==> src/rtl/keypad_pkg.sv <==
// keypad_pkg: shared types and constants for the 4x4 keypad scanner.
// Holds the debounce FSM states, the snapshot classification and the key code map.
package keypad_pkg;

    typedef enum logic [1:0] {
        IDLE,
        CANDIDATE,
        PRESSED,
        RELEASE
    } kp_state_e;

    typedef enum logic [1:0] {
        CLS_NONE,
        CLS_SINGLE,
        CLS_MULTI
    } snap_cls_e;

    typedef struct packed {
        snap_cls_e  cls;
        logic [3:0] idx;   // meaningful only when cls == CLS_SINGLE
    } snap_info_t;

    localparam logic [3:0] KEY_0       = 4'd0;
    localparam logic [3:0] KEY_1       = 4'd1;
    localparam logic [3:0] KEY_2       = 4'd2;
    localparam logic [3:0] KEY_3       = 4'd3;
    localparam logic [3:0] KEY_4       = 4'd4;
    localparam logic [3:0] KEY_5       = 4'd5;
    localparam logic [3:0] KEY_6       = 4'd6;
    localparam logic [3:0] KEY_7       = 4'd7;
    localparam logic [3:0] KEY_8       = 4'd8;
    localparam logic [3:0] KEY_9       = 4'd9;
    localparam logic [3:0] KEY_CONFIRM = 4'd10;
    localparam logic [3:0] KEY_CLEAR   = 4'd11;
    localparam logic [3:0] KEY_SET     = 4'd12;

    // Column drive after reset: column 0 pulled low first.
    localparam logic [3:0] COL_RST = 4'b1110;

    // Classify a full-scan snapshot (bit = key down, index = row*4 + col).
    function automatic snap_info_t classify(input logic [15:0] snap);
        snap_info_t  info;
        int unsigned n_down;
        info.cls = CLS_NONE;
        info.idx = 4'd0;
        n_down   = 0;
        for (int i = 0; i < 16; i++) begin
            if (snap[i]) begin
                n_down++;
                info.idx = 4'(i);
            end
        end
        if (n_down == 1)
            info.cls = CLS_SINGLE;
        else if (n_down > 1)
            info.cls = CLS_MULTI;
        return info;
    endfunction

endpackage

==> src/rtl/keypad_scan_4x4_if.sv <==
// keypad_scan_4x4_if: keypad matrix pins plus the key-event bus to the lock controller.
// master = scanner side, slave = keypad model / consumer side.
interface keypad_scan_4x4_if;
    logic [3:0] row_in;
    logic [3:0] col_out;
    logic [3:0] key_code;
    logic       key_valid;
    logic       key_held;
    logic       multi_key;

    modport master (
        input  row_in,
        output col_out, key_code, key_valid, key_held, multi_key
    );

    modport slave (
        output row_in,
        input  col_out, key_code, key_valid, key_held, multi_key
    );
endinterface

==> src/rtl/keypad_col_driver.sv <==
// keypad_col_driver: column rotation timebase. Each column is driven low for
// SCAN_DIV clocks; the last clock of each column is the row sample strobe, and
// the sample of column 3 is the full-scan boundary.
module keypad_col_driver
    import keypad_pkg::*;
#(
    parameter int SCAN_DIV = 1000
) (
    input  logic       clk,
    input  logic       rst_n,
    output logic [3:0] col_out_o,
    output logic [1:0] col_idx_o,
    output logic       sample_o,
    output logic       boundary_o
);
    localparam int             DIV_W    = $clog2(SCAN_DIV);
    localparam logic [DIV_W-1:0] DIV_LAST = DIV_W'(SCAN_DIV - 1);

    logic [DIV_W-1:0] div_q, div_d;
    logic [1:0]       col_idx_q, col_idx_d;
    logic [3:0]       col_q, col_d;

    assign sample_o   = (div_q == DIV_LAST);
    assign boundary_o = sample_o && (col_idx_q == 2'd3);
    assign col_out_o  = col_q;
    assign col_idx_o  = col_idx_q;

    // Next-state: advance divider, rotate to the next column on terminal count.
    always_comb begin
        // NOTE: every output of this block gets a default first, so no path leaves it unassigned and no latch is inferred.
        div_d     = div_q + DIV_W'(1);
        col_idx_d = col_idx_q;
        col_d     = col_q;
        if (sample_o) begin
            div_d     = '0;
            col_idx_d = col_idx_q + 2'd1;
            col_d     = {col_q[2:0], col_q[3]};
        end
    end

    // State register with synchronous reset.
    always_ff @(posedge clk) begin
        // NOTE: sequential state uses non-blocking assignments so all flops update from pre-edge values.
        if (!rst_n) begin
            div_q     <= '0;
            col_idx_q <= 2'd0;
            col_q     <= COL_RST;
        end else begin
            div_q     <= div_d;
            col_idx_q <= col_idx_d;
            col_q     <= col_d;
        end
    end

endmodule

==> src/rtl/keypad_scan_4x4.sv <==
// keypad_scan_4x4: 4x4 matrix keypad front end for the coffer lock. Synchronises
// the rows, builds a per-scan snapshot, classifies it and debounces one key into a
// registered key_code with a one-clock key_valid pulse.
// Optional build macro KEYPAD_REPEAT_EN: auto-repeat key_valid while a key stays held.
module keypad_scan_4x4
    import keypad_pkg::*;
#(
    parameter int SCAN_DIV           = 1000,
    parameter int DEBOUNCE_SCANS     = 3,
    parameter int REPEAT_DELAY_SCANS = 64,
    parameter int REPEAT_RATE_SCANS  = 16
) (
    input  logic              clk,
    input  logic              rst_n,
    keypad_scan_4x4_if.master kp
);
    localparam logic [3:0] DEB = 4'(DEBOUNCE_SCANS);

    logic [3:0]  col_out;
    logic [1:0]  col_idx;
    logic        sample, boundary;

    logic [3:0]  row_meta_q, row_sync_q;
    logic [15:0] snap_q, snap_cur;
    snap_info_t  info;
    logic        is_single, still_down;

    kp_state_e   state_q, state_d;
    logic [3:0]  cnt_q, cnt_d;
    logic [3:0]  cand_q, cand_d;
    logic [3:0]  code_q, code_d;
    logic        valid_q, valid_d;
    logic        held_q, held_d;
    logic        multi_q, multi_d;
    logic        accept;
    logic [3:0]  accept_code;

`ifdef KEYPAD_REPEAT_EN
    localparam int REP_W = 16;
    logic [REP_W-1:0] rep_q, rep_d;
    logic             rep_first_q, rep_first_d;
`else
    logic unused_repeat_params;
    assign unused_repeat_params = ^{32'(REPEAT_DELAY_SCANS), 32'(REPEAT_RATE_SCANS)};
`endif

    keypad_col_driver #(.SCAN_DIV(SCAN_DIV)) u_col_driver (
        .clk       (clk),
        .rst_n     (rst_n),
        .col_out_o (col_out),
        .col_idx_o (col_idx),
        .sample_o  (sample),
        .boundary_o(boundary)
    );

    // Merge the column being sampled into the snapshot so the boundary sees column 3 too.
    always_comb begin
        snap_cur = snap_q;
        for (int r = 0; r < 4; r++)
            snap_cur[r*4 + int'(col_idx)] = ~row_sync_q[r];
    end

    assign info       = classify(snap_cur);
    assign is_single  = (info.cls == CLS_SINGLE);
    assign still_down = (is_single && info.idx == code_q) || (info.cls == CLS_MULTI);

    // Row synchroniser and snapshot capture.
    always_ff @(posedge clk) begin
        // NOTE: the 16-bit snapshot is reset too; it is plain flops, and a stale snapshot would leak a pre-reset key into the first scan.
        if (!rst_n) begin
            row_meta_q <= 4'hF;
            row_sync_q <= 4'hF;
            snap_q     <= '0;
        end else begin
            row_meta_q <= kp.row_in;
            row_sync_q <= row_meta_q;
            if (sample)
                snap_q <= snap_cur;
        end
    end

    // Debounce FSM next-state and outputs; only scan boundaries move it.
    always_comb begin
        state_d     = state_q;
        cnt_d       = cnt_q;
        cand_d      = cand_q;
        code_d      = code_q;
        valid_d     = 1'b0;
        held_d      = held_q;
        multi_d     = multi_q;
        accept      = 1'b0;
        accept_code = cand_q;
`ifdef KEYPAD_REPEAT_EN
        rep_d       = rep_q;
        rep_first_d = rep_first_q;
`endif
        if (boundary) begin
            multi_d = (info.cls == CLS_MULTI);
            unique case (state_q)
                IDLE: begin
                    if (is_single) begin
                        if (DEBOUNCE_SCANS == 1) begin
                            accept      = 1'b1;
                            accept_code = info.idx;
                        end else begin
                            state_d = CANDIDATE;
                            cand_d  = info.idx;
                            cnt_d   = 4'd1;
                        end
                    end
                end
                CANDIDATE: begin
                    if (is_single && info.idx == cand_q) begin
                        if (cnt_q + 4'd1 >= DEB)
                            accept = 1'b1;
                        else
                            cnt_d = cnt_q + 4'd1;
                    end else begin
                        state_d = IDLE;
                    end
                end
                PRESSED: begin
                    if (still_down) begin
`ifdef KEYPAD_REPEAT_EN
                        rep_d = rep_q + REP_W'(1);
                        if (rep_d == (rep_first_q ? REP_W'(REPEAT_RATE_SCANS)
                                                  : REP_W'(REPEAT_DELAY_SCANS))) begin
                            valid_d     = 1'b1;
                            rep_d       = '0;
                            rep_first_d = 1'b1;
                        end
`endif
                    end else if (DEBOUNCE_SCANS == 1) begin
                        held_d  = 1'b0;
                        state_d = IDLE;
                    end else begin
                        state_d = RELEASE;
                        cnt_d   = 4'd1;
                    end
                end
                RELEASE: begin
                    if (info.cls == CLS_NONE) begin
                        if (cnt_q + 4'd1 >= DEB) begin
                            held_d  = 1'b0;
                            state_d = IDLE;
                        end else begin
                            cnt_d = cnt_q + 4'd1;
                        end
                    end else if (still_down) begin
                        state_d = PRESSED;
                    end
                end
            endcase
            if (accept) begin
                code_d  = accept_code;
                valid_d = 1'b1;
                held_d  = 1'b1;
                state_d = PRESSED;
`ifdef KEYPAD_REPEAT_EN
                rep_d       = '0;
                rep_first_d = 1'b0;
`endif
            end
        end
    end

    // Debounce FSM state and registered outputs.
    always_ff @(posedge clk) begin
        if (!rst_n) begin
            state_q <= IDLE;
            cnt_q   <= 4'd0;
            cand_q  <= 4'd0;
            code_q  <= 4'd0;
            valid_q <= 1'b0;
            held_q  <= 1'b0;
            multi_q <= 1'b0;
`ifdef KEYPAD_REPEAT_EN
            rep_q       <= '0;
            rep_first_q <= 1'b0;
`endif
        end else begin
            state_q <= state_d;
            cnt_q   <= cnt_d;
            cand_q  <= cand_d;
            code_q  <= code_d;
            valid_q <= valid_d;
            held_q  <= held_d;
            multi_q <= multi_d;
`ifdef KEYPAD_REPEAT_EN
            rep_q       <= rep_d;
            rep_first_q <= rep_first_d;
`endif
        end
    end

    assign kp.col_out   = col_out;
    assign kp.key_code  = code_q;
    assign kp.key_valid = valid_q;
    assign kp.key_held  = held_q;
    assign kp.multi_key = multi_q;

endmodule
==> src/flat_wrapper.sv <==
// flat-port wrapper written by rule: the top's interface ports become plain ports
module keypad_scan_4x4_flat import keypad_pkg::*;
#(
    parameter int SCAN_DIV           = 1000,
    parameter int DEBOUNCE_SCANS     = 3,
    parameter int REPEAT_DELAY_SCANS = 64,
    parameter int REPEAT_RATE_SCANS  = 16
)
  (clk, rst_n, kp_row_in, kp_col_out, kp_key_code, kp_key_valid, kp_key_held, kp_multi_key);
  keypad_scan_4x4_if kp_i ();
  input  logic clk;
  input  logic rst_n;
  input wire logic [$bits(kp_i.row_in)-1:0] kp_row_in;
  output wire logic [$bits(kp_i.col_out)-1:0] kp_col_out;
  output wire logic [$bits(kp_i.key_code)-1:0] kp_key_code;
  output wire logic [$bits(kp_i.key_valid)-1:0] kp_key_valid;
  output wire logic [$bits(kp_i.key_held)-1:0] kp_key_held;
  output wire logic [$bits(kp_i.multi_key)-1:0] kp_multi_key;
  assign kp_i.row_in = kp_row_in;
  assign kp_col_out = kp_i.col_out;
  assign kp_key_code = kp_i.key_code;
  assign kp_key_valid = kp_i.key_valid;
  assign kp_key_held = kp_i.key_held;
  assign kp_multi_key = kp_i.multi_key;
  keypad_scan_4x4 #(.SCAN_DIV(SCAN_DIV), .DEBOUNCE_SCANS(DEBOUNCE_SCANS), .REPEAT_DELAY_SCANS(REPEAT_DELAY_SCANS), .REPEAT_RATE_SCANS(REPEAT_RATE_SCANS)) u_core (.clk(clk), .rst_n(rst_n), .kp(kp_i));
endmodule
==> config.mk <==
export PLATFORM = sky130hd
export DESIGN_NAME = keypad_scan_4x4_flat
export DESIGN_NICKNAME = d
export VERILOG_FILES = /design/src/rtl/keypad_pkg.sv /design/src/rtl/keypad_scan_4x4_if.sv /design/src/rtl/keypad_col_driver.sv /design/src/rtl/keypad_scan_4x4.sv /design/src/flat_wrapper.sv
export SDC_FILE = /design/constraint.sdc
export NUM_CORES = 1
export LEC_CHECK = 0
export ABC_CLOCK_PERIOD_IN_PS = 23100
export CAP_MARGIN = 20
export CELL_PAD_IN_SITES_DETAIL_PLACEMENT = 1
export CELL_PAD_IN_SITES_GLOBAL_PLACEMENT = 1
export CORE_MARGIN = 10
export CORE_UTILIZATION = 30
export CTS_CLUSTER_SIZE = 8
export DETAILED_ROUTE_END_ITERATION = 10
export GPL_ROUTABILITY_DRIVEN = 0
export GPL_TIMING_DRIVEN = 0
export PLACE_DENSITY_LB_ADDON = 0.1
export REMOVE_ABC_BUFFERS = 1
export SLEW_MARGIN = 25
export SYNTH_ARGS = -nofsm -noshare
export SYNTH_HDL_FRONTEND = slang
export SYNTH_SLANG_ARGS = --single-unit
==> constraint.sdc <==
create_clock -name clk -period 23.1 [get_ports clk]
set_input_delay 2.31 -clock clk [delete_from_list [all_inputs] [get_ports clk]]
set_output_delay 2.31 -clock clk [all_outputs]
set_load 0.02 [all_outputs]
Word-level counts from Yosys, hierarchy flattened

Index checks and enable logic that the tools add are counted.

Add/subtract/negate cells: 21
Order comparisons: 10
Equality and inequality tests: 19
Muxes and demuxes: 68
Bitwise logic cells: 5
Reductions and logical operators: 20

Operators with widths:

| operator                                                                              | number |
|---|---|
| 32-bit two-way mux                                                                    | 15 |
| 32-bit by 1-bit adder with 32-bit output (second input constant)                      | 14 |
| 32-bit by 1-bit greater-or-equal comparator with 1-bit output (second input constant) | 3 |
| 32-bit by 6-bit less-than comparator with 1-bit output (second input constant)        | 3 |
| 16-bit bitwise mux                                                                    | 4 |
| 4-bit two-way mux                                                                     | 13 |
| 32-bit by 1-bit equality test with 1-bit output (second input constant)               | 1 |
| 32-bit by 1-bit greater-than comparator with 1-bit output (second input constant)     | 1 |
| 2-bit two-way mux                                                                     | 11 |
| 4-bit case mux with 4 select lines                                                    | 1 |
| 1-bit two-way mux                                                                     | 15 |
| 1-bit demux with 4-bit select                                                         | 3 |
| 3-bit two-way mux                                                                     | 4 |
| 10-bit by 1-bit adder with 10-bit output (second input constant)                      | 1 |
| 4-bit by 2-bit adder with 5-bit output (first input constant)                         | 2 |
| 10-bit equality test (second input constant)                                          | 1 |
| 2-bit equality test (second input constant)                                           | 4 |
| 4-bit equality test                                                                   | 2 |
| 2-bit case mux with 4 select lines                                                    | 1 |
| 1-bit logical AND                                                                     | 7 |
| 2-bit by 1-bit != test with 1-bit output (second input constant)                      | 3 |
| 3-bit != test (second input constant)                                                 | 2 |
| 6-bit AND reduction                                                                   | 1 |
| 2-bit nonzero test                                                                    | 3 |
| other kinds (21)                                                                      | 28 |

Flip-flop bits (word level): 57
Word-level logic and storage cells: 156

Depth between registers and ports, before layout

Gate-level depths: netlist of run 1.

Depth after elaboration: 49
Depth in mapped cells: 52

Modules after synthesis

From an unflattened synthesis of run 1, not the netlist that was laid out.

Cell total of the unflattened synthesis: 639
Area total of the unflattened synthesis: 5332.6 sq um

Modules (own cells, without submodules):

| module            | times used | cells each | area each (sq um) |
|---|---|---|---|
| keypad_scan_4x4   | 1          | 561        | 4599.4 |
| keypad_col_driver | 1          | 78         | 733.2 |

Worst setup path before layout of run 1

OpenSTA, ideal clock, no wires.

Path type: register -> register
From: reg u_core.u_col_driver.col_idx_q[0], in the netlist u_core.u_col_driver.col_idx_o[0]
To: reg u_core.code_q[0], in the netlist u_core.kp.key_code[0]
Setup time: 0.072 ns
Arrival: 9.845 ns
Data required time: 23.028 ns
Setup slack: 13.184 ns
Cell stages (with the launch flop): 51
Path buffers: 1
Period minus slack after synthesis: 9.916 ns
Cell sequence: dfxtp_1 -> inv_1 -> ha_1 -> buf_2 -> nor2_1 -> a21o_1 -> mux2_2 -> and3_1 -> a211oi_1 -> ha_1 -> o22ai_1 -> nor2_1 -> ha_1 -> nor3b_1 -> a21o_1 -> ha_1 -> mux2_2 -> or2_2 -> (+15 left out) -> nand2_1 -> o21ai_0 -> ha_1 -> o22ai_1 -> a31oi_1 -> ha_1 -> mux2_2 -> ha_1 -> nand2_1 -> nand2_1 -> ha_1 -> nand2_1 -> a21oi_1 -> nor2_1 -> o31ai_1 -> nand4_4 -> nor4b_4 -> mux2i_1

Cells in the longest elaborated chain, start to end: 48
Elaborated cells between the ends (all ways): 86
Classes of those cells: 18 x add/sub; 9 x order compare; 4 x eq/ne; 48 x mux; 7 x reduce/logical

RTL lines:

| item                                                                                                        | RTL line                | RTL |
|---|---|---|
| start, declared                                                                                             | keypad_col_driver.sv:20 | `logic [1:0] col_idx_q, col_idx_d;` |
| start signal, assigned                                                                                      | keypad_col_driver.sv:50 | `col_idx_q <= col_idx_d;` |
| 3-bit by 2-bit adder with 4-bit output (tied with other cells)                                              | keypad_scan_4x4.sv:60   | `snap_cur[r*4 + int'(col_idx)] = ~row_sync_q[r];` |
| 32-bit by 1-bit greater-or-equal comparator with 1-bit output (implied by the code) (tied with other cells) | keypad_scan_4x4.sv:60   |  |
| 1-bit logical AND (implied by the code) / 1-bit two-way mux (equally long branches)                         | keypad_scan_4x4.sv:60   |  |
| 1-bit two-way mux (implied by the code) / 1-bit demux with 2-bit select (equally long branches)             | --                      |  |
| 1-bit demux with 4-bit select / 16-bit bitwise mux (equally long branches)                                  | --                      |  |
| 16-bit bitwise mux (3 in series)                                                                            | keypad_scan_4x4.sv:60   |  |
| 1-bit two-way mux                                                                                           | keypad_pkg.sv:48        | `if (snap[i]) begin` |
| 1-bit by 1-bit adder with 2-bit output                                                                      | keypad_pkg.sv:49        | `n_down++;` |
| (+30 left out)                                                                                              | --                      |  |
| 2-bit two-way mux                                                                                           | keypad_pkg.sv:55        | `else if (n_down > 1)` |
| 2-bit two-way mux                                                                                           | keypad_pkg.sv:53        | `if (n_down == 1)` |
| 2-bit by 1-bit equality test with 1-bit output                                                              | keypad_scan_4x4.sv:64   | `assign is_single = (info.cls == CLS_SINGLE);` |
| 1-bit logical AND                                                                                           | keypad_scan_4x4.sv:113  | `if (is_single && info.idx == cand_q) begin` |
| 1-bit two-way mux                                                                                           | keypad_scan_4x4.sv:113  |  |
| 1-bit two-way mux                                                                                           | keypad_scan_4x4.sv:99   | `unique case (state_q)` |
| 1-bit two-way mux                                                                                           | keypad_scan_4x4.sv:97   | `if (boundary) begin` |
| 2-bit AND reduction (no source line) *                                                                      | --                      |  |
| end signal, assigned                                                                                        | keypad_scan_4x4.sv:185  | `code_q <= code_d;` |
| end, declared                                                                                               | keypad_scan_4x4.sv:31   | `logic [3:0] code_q, code_d;` |

Every way passes the cells marked *; elsewhere a longest branch is shown, timed or not. The select of a mux whose other input is x is not followed.
A chain may end at the register's enable or synchronous reset.

Worst setup path in the final report of run 1

From: reg u_core.u_col_driver.col_idx_q[0], in the netlist u_core.u_col_driver.col_idx_o[0]
To: reg u_core.code_q[1], in the netlist u_core.kp.key_code[1]

The elaborated chain is that of the path after synthesis.

==> impl.org, run 1 <==
** Status
- The run finished with clean final reports.

** Timing
- Hold timing on the final database bottoms out at a slack of 0.4054 ns.
- At the pin with the least slew margin, the transition time is 0.9013 ns.
- The final-report hold violation count came to 0.
- RSZ-0062 raised after global routing :: false
- The count of pins over their slew limit is 0.
- Worst clock skew :: 0.008237 ns
- Min Tclk post-route :: 11.75 ns
- Max-slew headroom :: 39.85%
- Timing would allow up to 85.10 MHz.
- Of the available clock period, the critical path in the final layout requires 50.87%.
- Final setup viols :: 0
- Setup total negative slack on the finished layout was measured at 0 ns.

** Routing
- Before antenna repair, the detailed router went through 4 iterations.
- After detailed routing, the number of vias per cell comes to 5.264.
- Number of vias in the routed layout :: 4,148
- Average wire per cell in the routed design :: 15.69 µm
- Routed WL :: 12,370 µm
- Once detail routing completed, the nets flagged for antenna violations numbered 0.
- Total DRC errors in the routed layout :: 0
- DRT iter0 DRCs :: 133

** Die
- The core region is 15,200 µm².
- The floorplan step set the die height to 144.5 µm.
- Pin placement for this block handled 17 I/O pins.
- Die footprint :: 20,880 µm²
- Once the floorplan was initialized, standard cells occupied 30.59% of the core.
- The floorplan has 45 rows.
- The die is 144.5 µm wide.

** Yosys
- Average cell area after synthesis :: 7.856 µm²
- For this run, asynchronously set or reset flops after synthesis account for 0%.
- Counting distinct cell types in the post-synthesis netlist gives 79.
- The Yosys step of the flow raised 0 warnings.
- Register area share after synthesis :: 24.54%
- Number of synthesized flops with an enable pin :: 0
- In the synthesized netlist, the number of instances is 592.
- For this run, the leading register cell type out of synthesis is sky130_fd_sc_hd__dfxtp_1.
- Post-synthesis register bit count :: 57
- The cell area that synthesis handed to floorplanning was 4651 µm².

** Setup path
- Required time at the worst-slack endpoint :: 23.34 ns
- Register-to-register setup slack :: 11.35 ns
- Endpoint class of the critical path :: flop
- For this run, the slowest stage of the critical path takes 0.59 ns.
- At the worst endpoint, the arrival time is 11.99 ns.
- Cell occurring most often along the worst timing path :: sky130_fd_sc_hd__ha_1
- The slowest stage of the critical path is the sky130_fd_sc_hd__nor4b_4 cell.
- Worst-path fanout max :: 14
- Crit Path Class :: reg -> reg
- Worst setup SP type :: flop

** Clock network
- Number of buffers added by the clock tree synthesis step :: 9
- The clock passes through at most 2 buffers.
- TritonCTS built the clock tree.
- Clock Pin Slew Worst Setup and Hold Paths :: 0.05 ns
- H-Tree Level Count :: 3
- Buffers added to address setup during post-CTS repair amount to 0.
- Clk_lat worst skew :: 0.33 ns
- Resized Gates After CTS :: 0
- The root buffer cell chosen for the clock tree is sky130_fd_sc_hd__clkbuf_16.
- Quantity of hold-fixing buffers added after cts :: 0
- Clock Sinks :: 57

** Layout
- Antenna Diode Count :: 0
- Final Net Count :: 624
- Number of inserted filler cells in the final layout :: 1,824
- Once layout is done, the placed cells without fillers occupy 5211 µm².
- Proportion of layout cells with a drive suffix above 1 :: 7.333%
- Relative area change from synthesis to final layout :: 12.05%

** Power and ir drop
- P per Cell Area :: 45.83 nW/µm²
- Total leakage power :: 2.028 nW
- Worst-case vdd ir drop :: 0.00004833 V

** Placed design
- Count of buffers from port buffering :: 16
- After legalization and detailed placement, the total HPWL measured 9524 µm.
- Area of placed instances :: 4960 µm²

** GRT
- The via count of the first global-routing pass is 4,171.
- Entering global routing, the biggest net connects 34 pins.
- Number of antenna violations at the first check in global routing :: 0
- The total overflow left after global routing is 0.
- The first global-routing pass estimated 21,050 µm of wire.
- Total routing resource utilization after global routing :: 12.40%

** Worst hold path
- Min-delay worst type :: reg -> reg

** Job
- Number of max-cap violations :: 0
[Yosys cell counts, types with 7 or more instances]
library cell | instances | area, µm²
sky130_fd_sc_hd__nor2_1 | 88 | 330.3
sky130_fd_sc_hd__dfxtp_1 | 57 | 1141
sky130_fd_sc_hd__nand2_1 | 52 | 195.2
sky130_fd_sc_hd__a21oi_1 | 43 | 215.2
sky130_fd_sc_hd__xnor2_1 | 32 | 280.3
sky130_fd_sc_hd__xor2_1 | 22 | 192.7
sky130_fd_sc_hd__ha_1 | 20 | 250.2
sky130_fd_sc_hd__inv_1 | 20 | 75.07
sky130_fd_sc_hd__o21ai_0 | 20 | 100.1
sky130_fd_sc_hd__nand2b_1 | 17 | 106.4
sky130_fd_sc_hd__nand3_1 | 17 | 85.08
sky130_fd_sc_hd__clkbuf_1 | 15 | 56.30
sky130_fd_sc_hd__nor3_1 | 14 | 70.07
sky130_fd_sc_hd__a21o_1 | 13 | 97.59
sky130_fd_sc_hd__mux2i_1 | 12 | 120.1
sky130_fd_sc_hd__nand4_1 | 8 | 50.05
sky130_fd_sc_hd__and3_1 | 7 | 43.79
sky130_fd_sc_hd__o211ai_1 | 7 | 52.55
[area by class of cell]
cell class                 count  area [µm²]  share of cell area (%)
clock inverter                 1       5.005                 0.09604
multi-input combinational    489        3308                   63.48
sequential                    57        1141                   21.90
inverter                      22       82.58                   1.585
clock buffer                  12       246.5                   4.730
tap                          188       235.2                   4.514
timing repair buffer          19       192.7                   3.697
[metrics by stage]
stage / setup WS [ns] / power, W / instances / util, %
3_5_place_dp: 11.28 / 0.0001255 / 775 / 32.63
5_1_grt: 10.05 / 0.0002502 / 788 / 34.28
2_1_floorplan: 12.96 / 0.0001189 / 568 / -
4_1_cts: 11.21 / 0.0002430 / 788 / 34.28
3_3_place_gp: 11.50 / 0.0001249 / 772 / 32.41
6_report: 11.35 / 0.0002388 / 788 / 34.28
[layout by cell type, fill, tap and decap left out, types with 5 or more instances in the layout]
cell type	instances
sky130_fd_sc_hd__a21o_1	13
sky130_fd_sc_hd__a21oi_1	43
sky130_fd_sc_hd__and2_1	5
sky130_fd_sc_hd__and3_1	7
sky130_fd_sc_hd__clkbuf_16	9
sky130_fd_sc_hd__clkdlybuf4s50_1	15
sky130_fd_sc_hd__dfxtp_1	57
sky130_fd_sc_hd__ha_1	20
sky130_fd_sc_hd__inv_1	20
sky130_fd_sc_hd__mux2_2	6
sky130_fd_sc_hd__mux2i_1	12
sky130_fd_sc_hd__nand2_1	52
sky130_fd_sc_hd__nand2b_1	17
sky130_fd_sc_hd__nand3_1	17
sky130_fd_sc_hd__nand4_1	8
sky130_fd_sc_hd__nor2_1	88
sky130_fd_sc_hd__nor3_1	14
sky130_fd_sc_hd__o211ai_1	7
sky130_fd_sc_hd__o21ai_0	20
sky130_fd_sc_hd__o21ai_1	6
sky130_fd_sc_hd__or3_1	5
sky130_fd_sc_hd__xnor2_1	32
sky130_fd_sc_hd__xnor2_2	5
sky130_fd_sc_hd__xnor3_1	5
sky130_fd_sc_hd__xor2_1	22
[logic make-up after synthesis]
family / count (synthesis) / share of synthesized area (%)
buf+inv: 46 / 4.331
compound gates: 142 / 20.80
flops: 57 / 24.54
xor+xnor: 64 / 14.34
simple gates: 242 / 25.67
fa+ha+maj: 20 / 5.381
mux: 21 / 4.950
[per-layer routing]
layer / GRT usage, % / vias to the layer above / share of wire, %
li1: - / 2123 / -
met1: 16.43 / 1971 / 51
met2: 19.96 / 40 / 45
met3: 1.902 / 14 / 2.1
met4: 4.309 / 0 / 1.4
met5: 0 / - / 0
[worst max-delay path, delay by kind of cell, from the launching register on]
kind	cells	cell delay (ns)
compound gates	11	1.97
fa+ha+maj	14	4.33
buf+inv	4	0.46
flops	1	0.32
mux	5	1.28
simple gates	17	3.28
[registers in the layout, summed over array words and instances (netlist names), 2 cells and up]
register                       flops
u_core.u_col_driver.div_q         10
u_core.u_col_driver.col_idx_o      2
u_core.state_q                     2
u_core.row_sync_q                  4
u_core.row_meta_q                  4
u_core.cnt_q                       4
u_core.accept_code                 4
u_core.u_col_driver.col_out_o      4
u_core.kp.key_code                 4
u_core.snap_q                     16
[report_power, final]
part           leakage, nW  internal [W]  switching, W
Clock                0.124     0.0000732     0.0000422
Combinational         1.44    0.00000890     0.0000137
Sequential           0.462     0.0000997    0.00000115
Total                 2.03      0.000182     0.0000570
[worst paths after layout]
kind                                          from                    end  cells past startpoint
setup reg to reg  u_core.u_col_driver.col_idx_o[0]  u_core.kp.key_code[1]                     51
hold / removal                u_core.row_meta_q[0]   u_core.row_sync_q[0]                      1
setup / recovery  u_core.u_col_driver.col_idx_o[0]  u_core.kp.key_code[1]                     51
hold reg to reg               u_core.row_meta_q[0]   u_core.row_sync_q[0]                      1
Power figures use the tool's default switching activity.
==> run 2, diff against run 1 <==
- ABC_CLOCK_PERIOD_IN_PS: 23100 -> 10300
- clock period: 23.1 -> 10.3 ns (I/O delays scaled with it)
==> impl.org, run 2 (synthesis results as in run 1) <==
** Worst hold path
- The path with the worst hold slack has its endpoint at u_core.row_sync_q[3].
- The worst hold path begins at u_core.row_meta_q[3].
- The min-delay analysis places its worst path in the category reg -> reg.
- WHS Path Cells :: 1

** Clock network
- Clock-pin slew was measured on the worst setup and hold paths at 0.05 ns.
- H-Tree Level Count :: 3
- Largest buffer count on any clock path :: 2
- At the later pin of the worst-skew pair, clock insertion delay measures 0.33 ns.
- Cell at the root of the clock tree :: sky130_fd_sc_hd__clkbuf_16
- TritonCTS clock tree :: done
- The clock net in this run drives a total of 57 sinks.
- Hold repair after CTS inserted 0 buffers.
- Buffers inserted during clock tree synthesis total 9.

** Setup path
- Critical R2R Capture :: u_core.kp.key_code[3]
- Data on the critical path is required at its endpoint by 10.55 ns.
- Number of buffer and inverter instances along the worst setup path :: 4
- On the worst path, the slowest cell contributes a delay of 0.36 ns.
- Endpoint class of the critical path :: flop
- Crit Reg-Reg Startpoint :: u_core.u_col_driver.col_idx_o[0]
- Crit Path Class :: reg -> reg
- Register-to-register setup slack :: 0.41 ns
- Counting stages on the worst path, the most repeated cell is sky130_fd_sc_hd__ha_1.
- Reg2Reg Depth :: 51
- Data on the critical path arrives at its endpoint at 10.14 ns.
- The slowest stage of the critical path belongs to the cell sky130_fd_sc_hd__dfxtp_4.
- Largest delay share family, worst path :: adder cells
- Along the worst path, the maximum fanout reaches 6.
- The worst setup path is launched from a flop.

** Power and ir drop
- Combinational Power Share :: 12.3%
- The analysis attributes to cell leakage a power of 2.243 nW.
- Sw power :: 0.0001380 W
- Cell internal power was estimated by the tool at 0.0004184 W.
- P per Cell Area :: 95.82 nW/µm²
- The worst-case IR drop observed on VDD is 0.0001083 V.
- Clock group share of total power :: 47.2%
- Proportion of power drawn by flip-flops and latches :: 40.5%
- Proportion of total power due to net switching :: 24.80%
- Power comes to 0.0005564 W.

** Layout
- Proportion of layout cells with a drive suffix above 1 :: 19.40%
- The number of antenna diodes in the final layout is 0.
- Registers with the most flip-flops :: u_core.snap_q (16), u_core.u_col_driver.div_q (10)
- The library cell used most frequently in the layout, excluding fill and tap cells, is sky130_fd_sc_hd__nor2_1.
- Top library cells by usage in the layout, fill and taps aside :: 85 x sky130_fd_sc_hd__nor2_1, 54 x sky130_fd_sc_hd__dfxtp_1, 49 x sky130_fd_sc_hd__nand2_1
- u_core.snap_q holds more flip-flops than any other register.
- Final Net Count :: 658
- Max reg flops :: 16
- From synthesis to final layout, the design area changed by 24.86%.

** GRT
- Number of antenna violations at the first check in global routing :: 0
- First-pass GRT wire length :: 21,720 µm
- Entering global routing, the biggest net connects 34 pins.
- Via count of the first global-routing pass :: 4,306
- Total routing resource utilization after global routing :: 12.79%
- For this run the aggregate overflow at the end of global routing stands at 0.

** Routing
- In the routed layout, each cell is associated on average with a via count of 5.227.
- Routed WL :: 13,250 µm
- Average wire per cell in the routed design :: 16.12 µm
- Number of search-and-repair iterations in the first detailed-routing pass :: 4
- The routed layout has 4,297 vias.
- DRT iter0 DRCs :: 118
- Total DRC errors in the routed layout :: 0
- Residual antenna-violating net count after detailed routing :: 0

** Job
- Number of max-cap violations :: 0

** Timing
- The final-report hold violation count came to 0.
- For the pin with the worst max-slew slack, the measured transition is 0.9473 ns.
- Min Tclk post-route :: 9.892 ns
- Worst Setup Slack, final :: 0.4076 ns
- Final worst path period share :: 96.04%
- Final Max Slew Viols :: 0
- Across the routed clock network, the largest skew measured is 0.009862 ns.
- Setup violations remaining at the end of the flow were counted as 0.
- Static timing analysis puts the maximum clock frequency at 101.1 MHz.
- In this run the tightest slew margin relative to its limit is 36.78%.

** Die
- After floorplanning, the core was divided into 45 placement rows.
- The core region is 15,200 µm².
- Measured along the y axis, the die boundary spans 144.5 µm.
- For this configuration, the core starts out at a cell density of 30.59%.
- Number of ports placed on the die boundary :: 17
- Die footprint :: 20,880 µm²
- Die width :: 144.5 µm

** Placed design
- During placement, the flow inserted port buffers numbering 16.
- Summed over all nets, the half-perimeter wirelength after detailed placement is 9524 µm.
- Before CTS, the worst setup slack after placement is -1.521 ns.

** Status
- Outcome :: completed
run 2: cell types whose count changed in the layout (fill, tap and decap cells not counted), moves of 4 or more:
| cell | delta |
|---|---|
| sky130_fd_sc_hd__buf_4 | +32 |
| sky130_fd_sc_hd__ha_1 | -10 |
| sky130_fd_sc_hd__ha_4 | +9 |
| sky130_fd_sc_hd__inv_1 | -4 |
run 2: power groups by stage:
stage	registers (W)	logic, W	clock network, W
2_1_floorplan	0.000230	0.0000372	0
3_3_place_gp	0.000230	0.0000499	0
3_5_place_dp	0.000230	0.0000512	0
4_1_cts	0.000225	0.0000581	0.000267
5_1_grt	0.000226	0.0000752	0.000278
6_report	0.000226	0.0000683	0.000262
run 2: how the worst max path moves through the flow:
stage / from / to / depth (start not counted)
floorplan: u_core.u_col_driver.col_idx_o[0] / u_core.kp.key_code[0] / 51
global placement: u_core.u_col_driver.col_idx_o[0] / u_core.kp.key_code[3] / 51
detailed placement: u_core.u_col_driver.col_idx_o[0] / u_core.kp.key_code[1] / 51
CTS: u_core.u_col_driver.col_idx_o[1] / u_core.kp.key_code[3] / 51
global route: u_core.u_col_driver.col_idx_o[1] / u_core.kp.key_code[3] / 50
finish: u_core.u_col_driver.col_idx_o[0] / u_core.kp.key_code[3] / 51
run 2: layout make-up:
type / instances / area (µm²)
clock buffers: 12 / 246.5
flip-flops and latches: 57 / 1150
multi-input cells: 489 / 3613
repair buffers: 53 / 464.2
inverters: 22 / 92.59
well taps: 188 / 235.2
fillers: 1810 / 9395
clock inverters: 1 / 5.005
run 2: what timing repair did:
item,4_1_cts,5_1_grt
pin swaps,12,16
buffers inserted,22,12
resized for setup,36,33
endpoints found under the setup margin,17,17
run 2: routing by layer:
layer,wire (µm),vias to the layer above,GRT usage (%)
li1,-,2181,-
met1,6632,2070,16.51
met3,212,17,2.001
met2,6200,29,21.16
met5,0,-,0
met4,204,0,4.309
run 2: per-stage QoR:
stage          util [%]  setup TNS (ns)  hold WS, ns  area, µm²  instances
2_1_floorplan         -               0       0.3863       4532        568
3_3_place_gp      32.41          -19.54       0.3899       4927        772
3_5_place_dp      32.63          -23.58       0.3971       4960        775
4_1_cts           36.49               0       0.4091       5548        810
5_1_grt           38.20         -0.4241       0.4247       5807        822
6_report          38.20               0       0.4066       5807        822
==> run 3, diff against run 2 <==
- CORE_MARGIN: 10 -> 5
==> impl.org, run 3 (synthesis results as in run 1) <==
** Status
- Outcome :: completed

** Worst hold path
- The startpoint identified for the worst hold timing path is u_core.row_meta_q[3].
- WHS Endpoint :: u_core.row_sync_q[3]
- Counting instances, the worst hold path has a depth of 1.
- Min-delay worst type :: reg -> reg

** Clock network
- Clock-pin slew was measured on the worst setup and hold paths at 0.05 ns.
- The number of clock buffers added by TritonCTS is 9.
- The clock passes through at most 2 buffers.
- Cell at the root of the clock tree :: sky130_fd_sc_hd__clkbuf_16
- H-Tree Level Count :: 3
- Quantity of hold-fixing buffers added after cts :: 0
- Clk_lat worst skew :: 0.32 ns
- The clock net in this run drives a total of 57 sinks.
- TritonCTS clock tree :: done

** GRT
- The total overflow left after global routing is 0.
- Via count of the first global-routing pass :: 4,290
- First-pass GRT wire length :: 21,080 µm
- The number of antenna violations at the first check in global routing is 0.
- Entering global routing, the biggest net connects 34 pins.
- Global routing consumed, over all layers together, 14.00% of the routing resources.

** Setup path
- The worst setup path is captured at a flop.
- Together, buffers and inverters on the worst path number 4.
- In this design, the largest share of critical-path delay is due to adder cells.
- The number of cells on the worst reg-to-reg path is 51.
- Required time at the worst-slack endpoint :: 10.55 ns
- By instance count, the cell type seen most on the critical path is sky130_fd_sc_hd__ha_1.
- Worst setup SP type :: flop
- CP peak stage delay :: 0.38 ns
- The worst register-to-register path ends at u_core.kp.key_code[1].
- The setup path with the least slack is of type reg -> reg.
- Register-to-register setup slack :: 0.37 ns
- Data arrival time at the worst-slack endpoint :: 10.18 ns
- In this run the critical register-to-register path is launched from u_core.u_col_driver.col_idx_o[1].
- Worst-path fanout max :: 5
- Master of the slowest instance on the critical path :: sky130_fd_sc_hd__dfxtp_4

** Timing
- Maximum clock frequency :: 100.7 MHz
- At the pin with the least slew margin, the transition time is 0.8866 ns.
- Final worst path period share :: 96.39%
- After layout, the minimum clock period comes to 9.928 ns.
- The count of pins over their slew limit was 0.
- Max-slew headroom :: 40.83%
- Min Hold Slack :: 0.4073 ns
- Setup violations remaining at the end of the flow were counted as 0.
- On the final layout, the worst clock skew is 0.005546 ns.
- The final-report hold violation count was 0.

** Layout
- The library cell used most frequently in the layout, excluding fill and tap cells, is sky130_fd_sc_hd__nor2_1.
- Non-filler instance count after layout :: 816
- Largest register by flop count :: u_core.snap_q
- After routing the design area is 5754 µm².
- Relative area change from synthesis to final layout :: 23.73%
- The library cells used most frequently in the layout, excluding fill and tap cells, are 83 x sky130_fd_sc_hd__nor2_1, 54 x sky130_fd_sc_hd__dfxtp_1, 50 x sky130_fd_sc_hd__nand2_1.
- The register with the most flip-flops in the layout has 16 of them.
- Registers with the most flip-flops :: u_core.snap_q (16), u_core.u_col_driver.div_q (10)
- The number of antenna diodes in the final layout is 0.
- Cells with a size suffix above 1 make up 18.63% of the layout.
- Final Net Count :: 649

** Power and ir drop
- Summed over all nets, the switching power comes to 0.0001395 W.
- Clock group share of total power :: 50.3%
- Power spread over the standard cell area amounts to 101.1 nW/µm².
- Combinational Power Share :: 10.9%
- Cell internal power was estimated by the tool at 0.0004422 W.
- Of the total power, the share spent switching nets is 23.98%.
- Worst-case vdd ir drop :: 0.0001091 V
- In this run the static leakage power is 2.225 nW.
- Of the total power, registers draw 38.7%.

** Die
- Number of ports placed on the die boundary :: 17
- Chip Height :: 134.5 µm
- Total core area :: 15,200 µm²
- Die footprint :: 18,090 µm²
- Row generation in the floorplan step produced 45 rows.
- Once the floorplan was initialized, standard cells occupied 30.59% of the core.
- From left edge to right edge, the die measures 134.5 µm.

** Routing
- In this run the remaining antenna-violating nets after routing total 0.
- Total DRC errors in the routed layout :: 0
- The routed layout has 4,290 vias.
- Using the TritonRoute via totals, the vias-per-cell ratio works out to 5.257.
- Average wire per cell in the routed design :: 15.62 µm
- Routed WL :: 12,740 µm
- The pre-antenna-repair detailed-routing pass consisted of 5 iterations.
- DRT iter0 DRCs :: 91

** Placed design
- # placed instances :: 775
- Count of buffers from port buffering :: 16
- Sum of net half-perimeters after detailed placement :: 9460 µm
- The placed instances occupy a cell area of 4956 µm².

** Job
- Number of max-cap violations :: 0
[run 3: cell types whose count changed in the layout (fill, tap and decap cells not counted), moves of 2 or more]
cell	previous run	this run
sky130_fd_sc_hd__buf_4	32	23
sky130_fd_sc_hd__nor2_1	85	83
sky130_fd_sc_hd__clkinv_2	1	4
sky130_fd_sc_hd__clkbuf_1	2	0
[run 3: final cells by class]
cell class                      instances  area, µm²
Clock inverter                          6      57.56
Clock buffer                           10      239.0
Fill cell                            1812       9448
Multi-Input combinational cell        489       3590
Inverter                               22      90.09
Timing Repair Buffer                   44      392.9
Sequential cell                        57       1150
Tap cell                              188      235.2
[run 3: how the worst max path moves through the flow]
stage	start	endpoint	slack [ns]	cells after the start
2_1_floorplan	u_core.u_col_driver.col_idx_o[0]	u_core.kp.key_code[0]	0.16	51
3_3_place_gp	u_core.u_col_driver.col_idx_o[0]	u_core.kp.key_code[3]	-1.24	51
3_5_place_dp	u_core.u_col_driver.col_idx_o[0]	u_core.kp.key_code[1]	-1.38	51
4_1_cts	u_core.u_col_driver.col_idx_o[1]	u_core.kp.key_code[1]	0.03	51
5_1_grt	u_core.u_col_driver.col_idx_o[1]	u_core.kp.key_code[1]	-0.14	51
6_report	u_core.u_col_driver.col_idx_o[1]	u_core.kp.key_code[1]	0.37	51
[run 3: stage by stage]
| step | setup WS [ns] | TNS, ns | total power, W | util (%) |
|---|---|---|---|---|
| after global placement | -1.245 | -18.67 | 0.0002803 | 32.41 |
| after global routing | -0.1444 | -0.9943 | 0.0006068 | 37.85 |
| after detailed placement | -1.377 | -21.13 | 0.0002813 | 32.60 |
| after floorplan | 0.1634 | 0 | 0.0002668 | - |
| final | 0.3719 | 0 | 0.0005817 | 37.85 |
| after CTS | 0.03238 | 0 | 0.0005860 | 36.16 |
[run 3: power groups by stage]
stage | Sequential (W) | Clock, W | Combinational, W
final | 0.000225 | 0.000293 | 0.0000636
after global routing | 0.000225 | 0.000311 | 0.0000703
after CTS | 0.000225 | 0.000303 | 0.0000578
after detailed placement | 0.000230 | 0 | 0.0000510
after global placement | 0.000230 | 0 | 0.0000500
after floorplan | 0.000230 | 0 | 0.0000372
[run 3: worst reg2reg max path: cells and delay by family, from the launching register on]
kind            cells  cell delay [ns]
compound gates     12             1.94
fa+ha+maj          13             3.37
buf+inv             4             0.48
flops               1             0.38
mux                 6             1.51
simple gates       16             2.18
[run 3: timing repair]
action,in CTS,in global routing
buffers inserted,10,15
pin swaps,9,21
endpoints found under the setup margin,17,17
gates cloned,0,0
resized for setup,33,33
[run 3: layer usage]
metal  global-route usage, %  routed length, µm  up-vias
li1                        -                  -     2172
met1                   19.07               6368     2061
met2                   23.10               5984       42
met3                   2.124                228       15
met4                   3.903                162        0
met5                       0                  0        -
